File: src/rtl/timer_seq_ctrl_if.sv
// picorv32 native memory bus slice seen by the timer sequencer register window.
interface timer_seq_ctrl_if;
  logic [31:0] addr;
  logic        wen;
  logic [31:0] wdata;
  logic        mem_valid;
  logic        mem_ready;
  logic [31:0] rdata;
  logic        ready;

  modport master (
    output addr, wen, wdata, mem_valid, mem_ready,
    input  rdata, ready
  );

  modport slave (
    input  addr, wen, wdata, mem_valid, mem_ready,
    output rdata, ready
  );
endinterface

File: src/rtl/timer_seq_ctrl.sv
// Steps a timer through a programmed table of reload intervals, one entry per
// roll-over, with optional looping and a level interrupt at the end of each pass.
module timer_seq_ctrl #(
  parameter logic [31:0] ADDR        = 32'h0000_0000,
  parameter int unsigned NUM_ENTRIES = 4
) (
  input  logic              clk,
  input  logic              reset,
  timer_seq_ctrl_if.slave   bus,
  output logic [31:0]       tmr_value,
  output logic              tmr_en,
  output logic              tmr_go,
  output logic              tmr_auto_load,
  input  logic              tmr_int,
  output logic              irq
);

  localparam int unsigned IDX_W = 2;
  localparam logic [IDX_W-1:0] LAST_IDX = IDX_W'(NUM_ENTRIES - 1);

  typedef enum logic [1:0] {IDLE, LOAD, RUN, NEXT} state_t;

  state_t           state;
  logic [IDX_W-1:0] idx;
  logic [IDX_W-1:0] len;
  logic             loop_en;
  logic             irq_en;
  logic             done;
  logic [31:0]      entry [NUM_ENTRIES];

  logic [31:0]      offset;
  logic [29:0]      word;
  logic             hit;
  logic             access;
  logic             wr;
  logic             ctrl_wr;
  logic             start_req;
  logic             abort_req;
  logic [IDX_W-1:0] len_eff;
  logic [31:0]      ctrl_rd;
  logic [31:0]      rd_val;
  logic [31:0]      load_val;

  // Word-aligned decode of CTRL plus the entry table; one ack per request.
  assign offset    = bus.addr - ADDR;
  assign word      = offset[31:2];
  assign hit       = (offset[1:0] == 2'b00) && (word <= 30'(NUM_ENTRIES));
  assign access    = bus.mem_valid && hit && !bus.mem_ready && !bus.ready;
  assign wr        = access && bus.wen;
  assign ctrl_wr   = wr && (word == 30'd0);
  assign start_req = ctrl_wr && bus.wdata[0];
  assign abort_req = ctrl_wr && bus.wdata[5];
  assign len_eff   = (len > LAST_IDX) ? LAST_IDX : len;

  assign ctrl_rd = {18'd0, idx, 2'b00, len, 3'b000,
                    (state != IDLE), done, irq_en, loop_en, 1'b0};

  assign tmr_auto_load = 1'b0;

  // Read mux and the table entry selected by the current index.
  always_comb begin
    rd_val   = ctrl_rd;
    load_val = 32'd0;
    for (int k = 0; k < NUM_ENTRIES; k++) begin
      if (word == 30'(k + 1)) rd_val = entry[k];
      if (idx == IDX_W'(k))   load_val = entry[k];
    end
  end

  always_ff @(posedge clk or posedge reset) begin
    if (reset) begin
      state     <= IDLE;
      idx       <= '0;
      len       <= '0;
      loop_en   <= 1'b0;
      irq_en    <= 1'b0;
      done      <= 1'b0;
      bus.rdata <= 32'd0;
      bus.ready <= 1'b0;
      tmr_value <= 32'd0;
      tmr_en    <= 1'b0;
      tmr_go    <= 1'b0;
      irq       <= 1'b0;
      for (int k = 0; k < NUM_ENTRIES; k++) entry[k] <= 32'd0;
    end else begin
      bus.ready <= access;
      if (access) bus.rdata <= rd_val;

      if (ctrl_wr) begin
        loop_en <= bus.wdata[1];
        irq_en  <= bus.wdata[2];
        len     <= bus.wdata[9:8];
        if (bus.wdata[3]) done <= 1'b0;
      end
      for (int k = 0; k < NUM_ENTRIES; k++) begin
        if (wr && word == 30'(k + 1)) entry[k] <= bus.wdata;
      end

      irq <= done && irq_en;

      // Abort overrides every state and any simultaneous start.
      if (abort_req) begin
        state  <= IDLE;
        tmr_en <= 1'b0;
        tmr_go <= 1'b0;
      end else begin
        case (state)
          IDLE: begin
            tmr_en <= 1'b0;
            tmr_go <= 1'b0;
            if (start_req) begin
              idx   <= '0;
              state <= LOAD;
            end
          end
          LOAD: begin
            tmr_value <= load_val;
            tmr_en    <= 1'b1;
            tmr_go    <= 1'b1;
            state     <= RUN;
          end
          RUN: begin
            tmr_go <= 1'b0;
            if (tmr_int) state <= NEXT;
          end
          NEXT: begin
            // Hardware set of DONE lands after the W1C above, so set wins.
            if (idx < len_eff) begin
              idx   <= idx + IDX_W'(1);
              state <= LOAD;
            end else begin
              done <= 1'b1;
              if (loop_en) begin
                idx   <= '0;
                state <= LOAD;
              end else begin
                tmr_en <= 1'b0;
                state  <= IDLE;
              end
            end
          end
          default: state <= IDLE;
        endcase
      end
    end
  end

endmodule

File: src/flat_wrapper.sv
// flat-port wrapper written by rule: the top's interface ports become plain ports
module timer_seq_ctrl_flat 
#(
  parameter logic [31:0] ADDR        = 32'h0000_0000,
  parameter int unsigned NUM_ENTRIES = 4
)
  (clk, reset, tmr_value, tmr_en, tmr_go, tmr_auto_load, tmr_int, irq, bus_addr, bus_wen, bus_wdata, bus_mem_valid, bus_mem_ready, bus_rdata, bus_ready);
  timer_seq_ctrl_if bus_i ();
  input  logic clk;
  input  logic reset;
  output logic [31:0] tmr_value;
  output logic tmr_en;
  output logic tmr_go;
  output logic tmr_auto_load;
  input  logic tmr_int;
  output logic irq;
  input wire logic [$bits(bus_i.addr)-1:0] bus_addr;
  input wire logic [$bits(bus_i.wen)-1:0] bus_wen;
  input wire logic [$bits(bus_i.wdata)-1:0] bus_wdata;
  input wire logic [$bits(bus_i.mem_valid)-1:0] bus_mem_valid;
  input wire logic [$bits(bus_i.mem_ready)-1:0] bus_mem_ready;
  output wire logic [$bits(bus_i.rdata)-1:0] bus_rdata;
  output wire logic [$bits(bus_i.ready)-1:0] bus_ready;
  assign bus_i.addr = bus_addr;
  assign bus_i.wen = bus_wen;
  assign bus_i.wdata = bus_wdata;
  assign bus_i.mem_valid = bus_mem_valid;
  assign bus_i.mem_ready = bus_mem_ready;
  assign bus_rdata = bus_i.rdata;
  assign bus_ready = bus_i.ready;
  timer_seq_ctrl #(.ADDR(ADDR), .NUM_ENTRIES(NUM_ENTRIES)) u_core (.clk(clk), .reset(reset), .bus(bus_i), .tmr_value(tmr_value), .tmr_en(tmr_en), .tmr_go(tmr_go), .tmr_auto_load(tmr_auto_load), .tmr_int(tmr_int), .irq(irq));
endmodule
File: config.mk
export PLATFORM = sky130hd
export DESIGN_NAME = timer_seq_ctrl_flat
export DESIGN_NICKNAME = d
export VERILOG_FILES = /design/src/rtl/timer_seq_ctrl_if.sv /design/src/rtl/timer_seq_ctrl.sv /design/src/flat_wrapper.sv
export SDC_FILE = /design/constraint.sdc
export NUM_CORES = 1
export LEC_CHECK = 0
export BUFFER_PORTS_ARGS = -buffer_cell sky130_fd_sc_hd__buf_2
export CAP_MARGIN = 20
export CORE_MARGIN = 2
export CORE_UTILIZATION = 45
export DETAILED_ROUTE_END_ITERATION = 6
export PLACE_DENSITY = 0.74
export SYNTH_ARGS = -nofsm -noshare
export SYNTH_HDL_FRONTEND = slang
export SYNTH_SLANG_ARGS = --single-unit
File: constraint.sdc
create_clock -name clk -period 7.1 [get_ports clk]
set_input_delay 0.71 -clock clk [delete_from_list [all_inputs] [get_ports clk]]
set_output_delay 0.71 -clock clk [all_outputs]
set_load 0.1 [all_outputs]
==> flow_metrics.env, run 1 <==
export IMPL_outcome="finished, final reports clean"
export IMPL_overflow=0
export IMPL_clockRootBuffer="clkbuf_16"
export IMPL_io_buffers=137
export IMPL_gp_congestion=0.8538
export IMPL_synth_edf_count=0
export IMPL_period_needed_ns=3.519
export IMPL_yosysWarnings=0
export IMPL_cts_buffers=22
export IMPL_clock_skew_final_ns=0.008209
export IMPL_rr_worst_depth=6
export IMPL_clk_pin_slew_ns=0.06
export IMPL_syn_area_um2=10050
export IMPL_drt_first_pass_iters=6
export IMPL_cp_data_arrival_time_ns=3.89
export IMPL_routed_wl_um=25750
export IMPL_clock_sink_count=205
export IMPL_die_y_um=153.5
export IMPL_dieWidth_um=153.5
export IMPL_cts_setup_buffers=0
export IMPL_cts_tree="built"
export IMPL_clk_path_buf_depth=3
export IMPL_hpwl_um=15770
export IMPL_critPathMaxFanout=59
export IMPL_fin_cells=1289
export IMPL_critPathCaptureType="flip-flop"
export IMPL_synth_flop_cell="dfrtp_1"
export IMPL_cp_data_required_time_ns=7.47
export IMPL_die_area_um2=23550
export IMPL_ys_seq_area_share_pct=51.04
export IMPL_slew_headroom_pct=39.52
export IMPL_r2r_end="u_core.entry[20]"
export IMPL_r2r_start="u_core.bus.ready"
export IMPL_hold_class="input pin to asynchronous set/reset pin"
export IMPL_ys_ff_latch=205
export IMPL_crit_chain="buf_2 -> nor4_1 -> nand4_1 -> nor4b_4 -> buf_4 -> nand3_4 -> mux2_4"
export IMPL_fin_util_pct=53.58
export IMPL_slowest_stage="nand3_4"
export IMPL_clkLatencyLatePin_ns=0.50
export IMPL_final_nets=1074
export IMPL_slew_violations=0
export IMPL_power_per_cell_area_nw_per_um2=250.3
export IMPL_cts_hold_buf=0
export IMPL_initial_core_util_pct=45.91
export IMPL_antenna_found_initial=1
export IMPL_p_leak_uw=0.005767
export IMPL_hold_viol=0
export IMPL_crit_path_start_kind="input pin"
export IMPL_areaGrowthSynthToFinish_pct=16.71
export IMPL_first_global_vias=7508
export IMPL_drv_cap=0
export IMPL_grt_start_max_net_pins=123
export IMPL_fill_cells=1887
export IMPL_drc=0
export IMPL_syn_nets=960
export IMPL_post_cts_resize_count=0
export IMPL_syn_inst=880
export IMPL_r2r_slack_ns=3.70
export IMPL_rsz0062_at_grt="no"
export IMPL_io_pins=139
export IMPL_h_tree_depth=1
export IMPL_startpoint="bus_addr[5]"
export IMPL_drt_iter0_drc=709
export IMPL_core_um2=21890
export IMPL_timing_setup_tns_ns=0
export IMPL_setup_viol=0
export IMPL_grtUsageTotal_pct=21.37
export IMPL_place_inst=1249
export IMPL_wl_per_cell_um=19.97
export IMPL_final_layout_size_suffix_gt1_share_pct=37.10
export IMPL_layout_cells_most_common="dfrtp_1"
export IMPL_drtAntennaViolNets=0
export IMPL_viasPerCell=5.849
export IMPL_yosysUniqueCellTypes=48
export IMPL_layout_common_cells="dfrtp_1, mux2_2, buf_2"
export IMPL_ir_worst_vdd_uv=116.8
export IMPL_grt_pass1_wl_um=40650
export IMPL_post_route_period_util_pct=49.57
export IMPL_rows=54
export IMPL_crit_type="input pin to flip-flop"
export IMPL_avgSynthCellArea_um2=11.42
export IMPL_fmax_mhz=284.1
export IMPL_synthArstFlopShare_pct=100.0
export IMPL_tightest_slew_ns=0.9045
export IMPL_cpPeakStageDelay_ns=0.67
export IMPL_vias=7539
[worst max-delay path by stage]
stage                                endpoint  slack, ns  cells after the start
after floorplan           u_core.bus.rdata[0]       0.79                      1
final                        u_core.entry[20]       3.58                      7
after global placement       u_core.entry[22]       3.13                      7
after detailed placement     u_core.entry[22]       3.09                      7
after global routing         u_core.entry[20]       3.32                      7
after CTS                    u_core.entry[20]       3.60                      7
[through the flow]
stage                     hold WS, ns  setup slack [ns]  instance area (µm²)  power [µW]
after floorplan                0.4762            0.7942                10050        1594
after global placement         0.4738             3.130                10920        1730
after detailed placement       0.4813             3.088                10920        1735
after CTS                      0.4297             3.604                11700        2951
after global routing           0.4692             3.316                11730        3045
final                          0.3463             3.581                11730        2936
[state kept, by name, summed over array words and instances, names as in the netlist]
register / cells
u_core.done: 1
u_core.entry: 128
u_core.bus.ready: 1
u_core.bus.rdata: 32
u_core.loop_en: 1
u_core.idx: 2
u_core.tmr_go: 1
u_core.irq: 1
u_core.len: 2
u_core.tmr_value: 32
u_core.irq_en: 1
u_core.tmr_en: 1
u_core.state: 2
[power breakdown]
group | total [µW] | internal (µW) | switching, µW
clock | 1220 | 760 | 456
combinational | 513 | 146 | 367
sequential | 1210 | 1190 | 18.4
total | 2940 | 2090 | 842
[cell families after synthesis]
group | synth area share [%]
fa+ha+maj | 1.245
simple gates | 11.95
flops | 51.04
compound gates | 10.94
mux | 21.40
buf+inv | 3.386
other cells | 0.03731
[routing by layer]
| layer | part of all wire [%] | track usage [%] | wire (µm) | vias to the layer above |
|---|---|---|---|---|
| met5 | 0 | 0 | 0 | - |
| met4 | 2.0 | 6.990 | 524 | 0 |
| met3 | 6.4 | 4.225 | 1640 | 43 |
| met2 | 47 | 34.33 | 12200 | 249 |
| met1 | 44 | 29.28 | 11380 | 3805 |
| li1 | - | - | - | 3442 |
[cells in the mapped netlist (2+ instances only)]
cell      number  share of area, %
and3b_1        2              0.17
o21ai_0       46               2.3
a222oi_1      24               2.4
mux2_4        30               4.5
ha_1          10               1.2
and2_1         2              0.12
nor4_1         9              0.56
a311oi_1       2              0.17
buf_2          5              0.25
nor3_1         6              0.30
nand2b_1      10              0.62
nand2_1      105               3.9
mux2i_1        9              0.90
nand3_1        5              0.25
buf_1          6              0.22
inv_1         11              0.41
buf_6          8              0.90
o221ai_1       2              0.17
clkbuf_1      41               1.5
dfrtp_1      205                51
o211a_1        5              0.50
mux2_2       142                16
nand4_1       10              0.62
nor2_1        30               1.1
a21oi_1       70               3.5
nor2b_1        6              0.37
nand3b_1      32               2.4
nor3b_1        3              0.22
and3_1         2              0.12
a31oi_1       24               1.5
[worst max-delay path: cells and delay by family]
family	cells	cell delay (ns)
buffers and inverters	2	0.69
and+or+nand+nor	4	1.92
muxes	1	0.53
[layout make-up]
class | count | area (µm²) | share of cell area (%)
diodes | 1 | 2.502 | 0.02133
clock buffers | 31 | 665.6 | 5.675
clock inverters | 7 | 116.4 | 0.9920
inverters | 11 | 48.80 | 0.4160
multi-input cells | 603 | 4606 | 39.26
flip-flops and latches | 205 | 5130 | 43.73
well taps | 280 | 350.3 | 2.987
repair buffers | 151 | 810.8 | 6.912
Note: power is estimated with default switching activity, not from simulation.
==> run 2, diff against run 1 <==
clock period = 3.4 ns   (was 7.1 ns; I/O delays follow)
==> run 2 against run 1 <==
- the run now ends with DRC left
- final cell count up 1.1%
- power increased by 120%
- wire length increased by 1.1%
- setup slack worse by 2.9 ns
- non-clock buffer count grew 12
==> flow_metrics.env, run 2 (synthesis results as in run 1) <==
export IMPL_wl_per_cell_um=19.97
export IMPL_tightest_slew_ns=0.8441
export IMPL_met3WireLength_um=1325
export IMPL_rows=54
export IMPL_multiInputGateArea_um2=4606
export IMPL_slew_headroom_pct=43.21
export IMPL_die_area_um2=23550
export IMPL_routed_wl_met2_um=12840
export IMPL_clock_skew_final_ns=0.009237
export IMPL_critPathCaptureType="flip-flop"
export IMPL_initial_core_util_pct=45.91
export IMPL_place_inst=1261
export IMPL_h_tree_depth=1
export IMPL_crit_path_start_kind="flip-flop"
export IMPL_fmax_mhz=364.5
export IMPL_p_sw_uw=1791
export IMPL_diodes=0
export IMPL_p_clk_share_pct=43.0
export IMPL_slowest_stage="or4b_1"
export IMPL_grtUsageTotal_pct=21.95
export IMPL_largest_reg_flops=128
export IMPL_io_buffers=137
export IMPL_grt_start_max_net_pins=81
export IMPL_top_regs="u_core.entry: 128 flops, u_core.bus.rdata: 32 flops, u_core.tmr_value: 32 flops"
export IMPL_vias=7511
export IMPL_gp_congestion=0.8166
export IMPL_layout_common_cells="dfrtp_1, mux2_2, buf_2"
export IMPL_cp_top_family="simple AND/OR/NAND/NOR gates"
export IMPL_period_needed_ns=2.744
export IMPL_overflow=0
export IMPL_post_cts_resize_count=0
export IMPL_setup_viol=0
export IMPL_outcome="finished, violations left"
export IMPL_dieWidth_um=153.5
export IMPL_io_pins=139
export IMPL_p_sw_share_pct=28.14
export IMPL_cp_data_arrival_time_ns=3.15
export IMPL_grt_pass1_wl_um=41690
export IMPL_drt_iter0_drc=528
export IMPL_area_sequential_um2=5130
export IMPL_slew_violations=0
export IMPL_p_seq_share_pct=39.7
export IMPL_drv_cap=0
export IMPL_dr_max_layer_used="met4"
export IMPL_combPwrFrac_pct=17.3
export IMPL_hpwl_um=16080
export IMPL_clk_pin_slew_ns=0.06
export IMPL_clk_path_buf_depth=3
export IMPL_clkLatencyLatePin_ns=0.50
export IMPL_first_global_vias=7658
export IMPL_rsz0062_at_grt="no"
export IMPL_cts_tree="built"
export IMPL_clock_sink_count=205
export IMPL_die_y_um=153.5
export IMPL_final_layout_size_suffix_gt1_share_pct=37.63
export IMPL_cp_common_cell="buf_4"
export IMPL_layout_cells_most_common="dfrtp_1"
export IMPL_wl_met1_um=11190
export IMPL_r2r_slack_ns=0.66
export IMPL_fin_cells=1303
export IMPL_path_buf_inv=2
export IMPL_routed_wl_um=26020
export IMPL_areaGrowthSynthToFinish_pct=18.56
export IMPL_cp_data_required_time_ns=3.80
export IMPL_hold_viol=0
export IMPL_cts_buffers=23
export IMPL_crit_type="flip-flop to flip-flop"
export IMPL_failed_checks="DRC"
export IMPL_critPathMaxFanout=36
export IMPL_power_uw=6365
export IMPL_place_ws_ns=0.5002
export IMPL_timing_setup_tns_ns=0
export IMPL_post_route_period_util_pct=80.69
export IMPL_final_nets=1087
export IMPL_drc=5
export IMPL_drt_first_pass_iters=7
export IMPL_viasPerCell=5.764
export IMPL_hold_class="input pin to flip-flop"
export IMPL_drtAntennaViolNets=0
export IMPL_ir_worst_vdd_uv=304.2
export IMPL_antenna_found_initial=0
export IMPL_setup_ws_ns=0.6565
export IMPL_core_um2=21890
export IMPL_p_int_uw=4573
export IMPL_fill_cells=1876
export IMPL_largest_register="u_core.entry"
export IMPL_cpPeakStageDelay_ns=0.48
export IMPL_power_per_cell_area_nw_per_um2=534.1
export IMPL_clockRootBuffer="clkbuf_16"
export IMPL_crit_chain="or4b_1 -> or2_1 -> nor4b_4 -> buf_4 -> buf_4 -> nor2_1 -> a311oi_1"
export IMPL_p_leak_uw=0.005860
[run 2: power groups by stage]
stage / logic, µW / clock network (µW) / registers, µW
after floorplan: 684 / 0 / 2650
after global placement: 1100 / 0 / 2570
after detailed placement: 1110 / 0 / 2570
after CTS: 1110 / 2770 / 2520
after global routing: 1190 / 2870 / 2530
final: 1100 / 2740 / 2530
[run 2: worst paths after layout]
path,startpoint,to,depth (start not counted)
setup / recovery,u_core.bus.ready,u_core.bus.rdata[2],7
hold / removal,bus_wdata[23],u_core.entry[23],2
setup reg to reg,u_core.bus.ready,u_core.bus.rdata[2],7
hold reg to reg,u_core.tmr_value[23],u_core.tmr_value[23],1
max in group asynchronous,reset,u_core.bus.rdata[7],4
min in group asynchronous,reset,u_core.tmr_value[8],3
[run 2: cell type report]
| class | count | area share, % |
|---|---|---|
| sequential | 205 | 43.05 |
| multi-input combinational | 603 | 38.65 |
| timing repair buffer | 163 | 7.938 |
| clock buffer | 34 | 5.680 |
| tap | 280 | 2.940 |
| clock inverter | 7 | 1.365 |
| inverter | 11 | 0.3780 |
[run 2: layer usage]
metal	track usage (%)	vias up
met2	37.33	261
met5	0	-
met4	6.859	0
met1	29.41	3755
met3	2.835	40
li1	-	3455
[run 2: through the flow]
| step | hold WS (ns) | cell area [µm²] | util, % |
|---|---|---|---|
| finish | 0.1060 | 11920 | 54.44 |
| global route | 0.1110 | 11920 | 54.44 |
| CTS | 0.09803 | 11920 | 54.44 |
| detailed placement | 0.4556 | 11070 | 50.55 |
| global placement | 0.4510 | 11070 | 50.55 |
| floorplan | 0.4568 | 10050 | - |
[run 2: timing repair]
item | in CTS | in global routing
hold endpoints to repair | 22 | 0
buffers inserted | 0 | 0
hold buffers | 1 | 0
setup endpoints to repair | 0 | 0
==> run 3, diff against run 2 <==
PLACE_DENSITY = 0.76   (was 0.74)
clock period = 2.3 ns   (was 3.4 ns; I/O delays follow)
==> run 3 against run 2 <==
- the run ends with DRC, setup timing left
- critical path depth down 1
- maximum frequency up 16%
- setup slack worse by 0.73 ns
- final cell count up 3.5%
- clock power up 27%
- via count up 5.5%
- worst hold slack worse by 0.089 ns
- global-route usage up 1.4 points
- non-clock buffer count up 50
- sequential share of layout area down 2.5 points
- first-iteration DRC count up 36%
- wire length up 7.9%
- critical endpoint is now u_core.tmr_value[5]
- largest power group is now registers
==> flow_metrics.env, run 3 (synthesis results as in run 1) <==
export IMPL_outcome="finished, violations left"
export IMPL_failed_checks="DRC, setup timing"
export IMPL_place_inst=1285
export IMPL_viasPerCell=5.875
export IMPL_layout_cells_most_common="dfrtp_1"
export IMPL_hold_class="input pin to flip-flop"
export IMPL_final_nets=1136
export IMPL_critPathMaxFanout=7
export IMPL_largest_reg_flops=128
export IMPL_routed_wl_um=28090
export IMPL_globalRoute_busiestLayer="met2"
export IMPL_cts_tree="built"
export IMPL_fmax_mhz=422.0
export IMPL_grt_pass1_wl_um=44150
export IMPL_drv_cap=0
export IMPL_power_per_cell_area_nw_per_um2=743.2
export IMPL_slew_violations=0
export IMPL_setup_viol=68
export IMPL_clockRootBuffer="clkbuf_16"
export IMPL_final_area_um2=12660
export IMPL_drc=1
export IMPL_grtUsageTotal_pct=23.33
export IMPL_vias=7926
export IMPL_fin_cells=1349
export IMPL_cp_data_arrival_time_ns=2.76
export IMPL_die_area_um2=23550
export IMPL_initial_core_util_pct=45.91
export IMPL_wl_per_cell_um=20.82
export IMPL_core_um2=21890
export IMPL_crit_type="flip-flop to flip-flop"
export IMPL_cts_buffers=22
export IMPL_clkLatencyLatePin_ns=0.52
export IMPL_area_sequential_um2=5130
export IMPL_final_layout_size_suffix_gt1_share_pct=39.10
export IMPL_top_regs="u_core.entry: 128 flops, u_core.bus.rdata: 32 flops, u_core.tmr_value: 32 flops"
export IMPL_drt_iter0_drc=717
export IMPL_dieWidth_um=153.5
export IMPL_die_y_um=153.5
export IMPL_cp_data_required_time_ns=2.69
export IMPL_fill_cells=1779
export IMPL_crit_path_start_kind="flip-flop"
export IMPL_first_global_vias=8061
export IMPL_clk_pin_slew_ns=0.06
export IMPL_multiInputGateArea_um2=4781
export IMPL_diodes=0
export IMPL_io_buffers=137
export IMPL_slew_headroom_pct=54.15
export IMPL_rsz0062_at_grt="yes"
export IMPL_areaGrowthSynthToFinish_pct=26.00
export IMPL_layout_common_cells="dfrtp_1, buf_2, mux2_2"
export IMPL_critPathCaptureType="flip-flop"
export IMPL_gr_usage_met3_pct=4.026
export IMPL_period_needed_ns=2.370
export IMPL_gp_congestion=0.8134
export IMPL_timing_setup_tns_ns=-2.784
export IMPL_grt_start_max_net_pins=50
export IMPL_p_leak_uw=0.006253
export IMPL_h_tree_depth=1
export IMPL_drtAntennaViolNets=0
export IMPL_place_area_um2=11430
export IMPL_hold_viol=0
export IMPL_tightest_slew_ns=0.6862
export IMPL_antenna_found_initial=0
export IMPL_setup_ws_ns=-0.06984
export IMPL_rows=54
export IMPL_grt_met1_usage_pct=31.61
export IMPL_drt_first_pass_iters=7
export IMPL_clk_path_buf_depth=3
export IMPL_post_route_period_util_pct=103.0
export IMPL_largest_register="u_core.entry"
export IMPL_hpwl_um=17360
export IMPL_io_pins=139
export IMPL_ir_worst_vdd_uv=379.6
export IMPL_clock_sink_count=205
export IMPL_grt_use_met2_pct=38.03
export IMPL_clock_skew_final_ns=0.01407
export IMPL_overflow=0
-- run 3: changes by cell type in the layout (fill, tap and decap cells not counted), sizes merged --
cell,previous run,this run
buf,162,187
clkbuf,34,32
clkinv,1,7
clkinvlp,2,1
bufinv,5,1
dlygate4sd3,1,23
-- run 3: worst max-delay path, stage by stage (launching register included) --
cell and delay, ns:
dfrtp_1 0.37, or4b_4 0.48, or2_4 0.25, or4_4 0.46, nand2_8 0.18, buf_12 0.18, mux2_4 0.31
-- run 3: cell type report --
cell class | count | share of cell area, %
Multi-Input combinational cell | 603 | 37.75
Timing Repair Buffer | 213 | 13.07
Sequential cell | 205 | 40.51
Clock buffer | 29 | 4.950
Clock inverter | 8 | 0.6026
Tap cell | 280 | 2.766
Inverter | 11 | 0.3557
-- run 3: layer usage --
layer | up-vias | share of wire (%) | wire [µm]
met3 | 40 | 7.2 | 2009
met2 | 344 | 49 | 13720
li1 | 3555 | - | -
met5 | - | 0 | 0
met1 | 3987 | 42 | 11750
met4 | 0 | 2.1 | 603
-- run 3: timing repair --
| action | 4_1_cts | 5_1_grt |
|---|---|---|
| pin swaps | 5 | 2 |
| setup buffers | 0 | 0 |
| cloned | 1 | 3 |
| hold buffers | 23 | 0 |
| endpoints found under the hold margin | 85 | 0 |
| resized for setup | 26 | 23 |
| setup endpoints to repair | 90 | 104 |
-- run 3: metrics by stage --
step | setup WS [ns] | hold WS [ns] | utilization (%) | total power (µW)
final | -0.06984 | 0.01745 | 57.85 | 9413
after floorplan | -0.6317 | 0.3468 | - | 4922
after global routing | -0.1182 | 0.01937 | 57.85 | 9768
after CTS | -0.05885 | 0.009479 | 57.09 | 9241
after global placement | -0.09913 | 0.3658 | 52.23 | 5574
after detailed placement | -0.1222 | 0.3678 | 52.23 | 5600
-- run 3: worst paths after layout --
check,from,endpoint,slack [ns],cells after the start
worst max-delay path,u_core.bus.ready,u_core.tmr_value[5],-0.07,6
worst min register to register,u_core.tmr_value[3],u_core.tmr_value[3],0.51,1
worst max register to register,u_core.bus.ready,u_core.tmr_value[5],-0.07,6
worst min-delay path,bus_wdata[29],u_core.entry[61],0.02,2
max in group asynchronous,reset,u_core.entry[44],1.24,4
min in group asynchronous,reset,u_core.entry[7],0.37,3
-- run 3: where the power goes --
group	internal (µW)	total (µW)	switching, µW	leakage [µW]
registers	3670	3730	60.2	0.00284
clock network	2020	3480	1460	0.000354
logic	872	2200	1330	0.00306
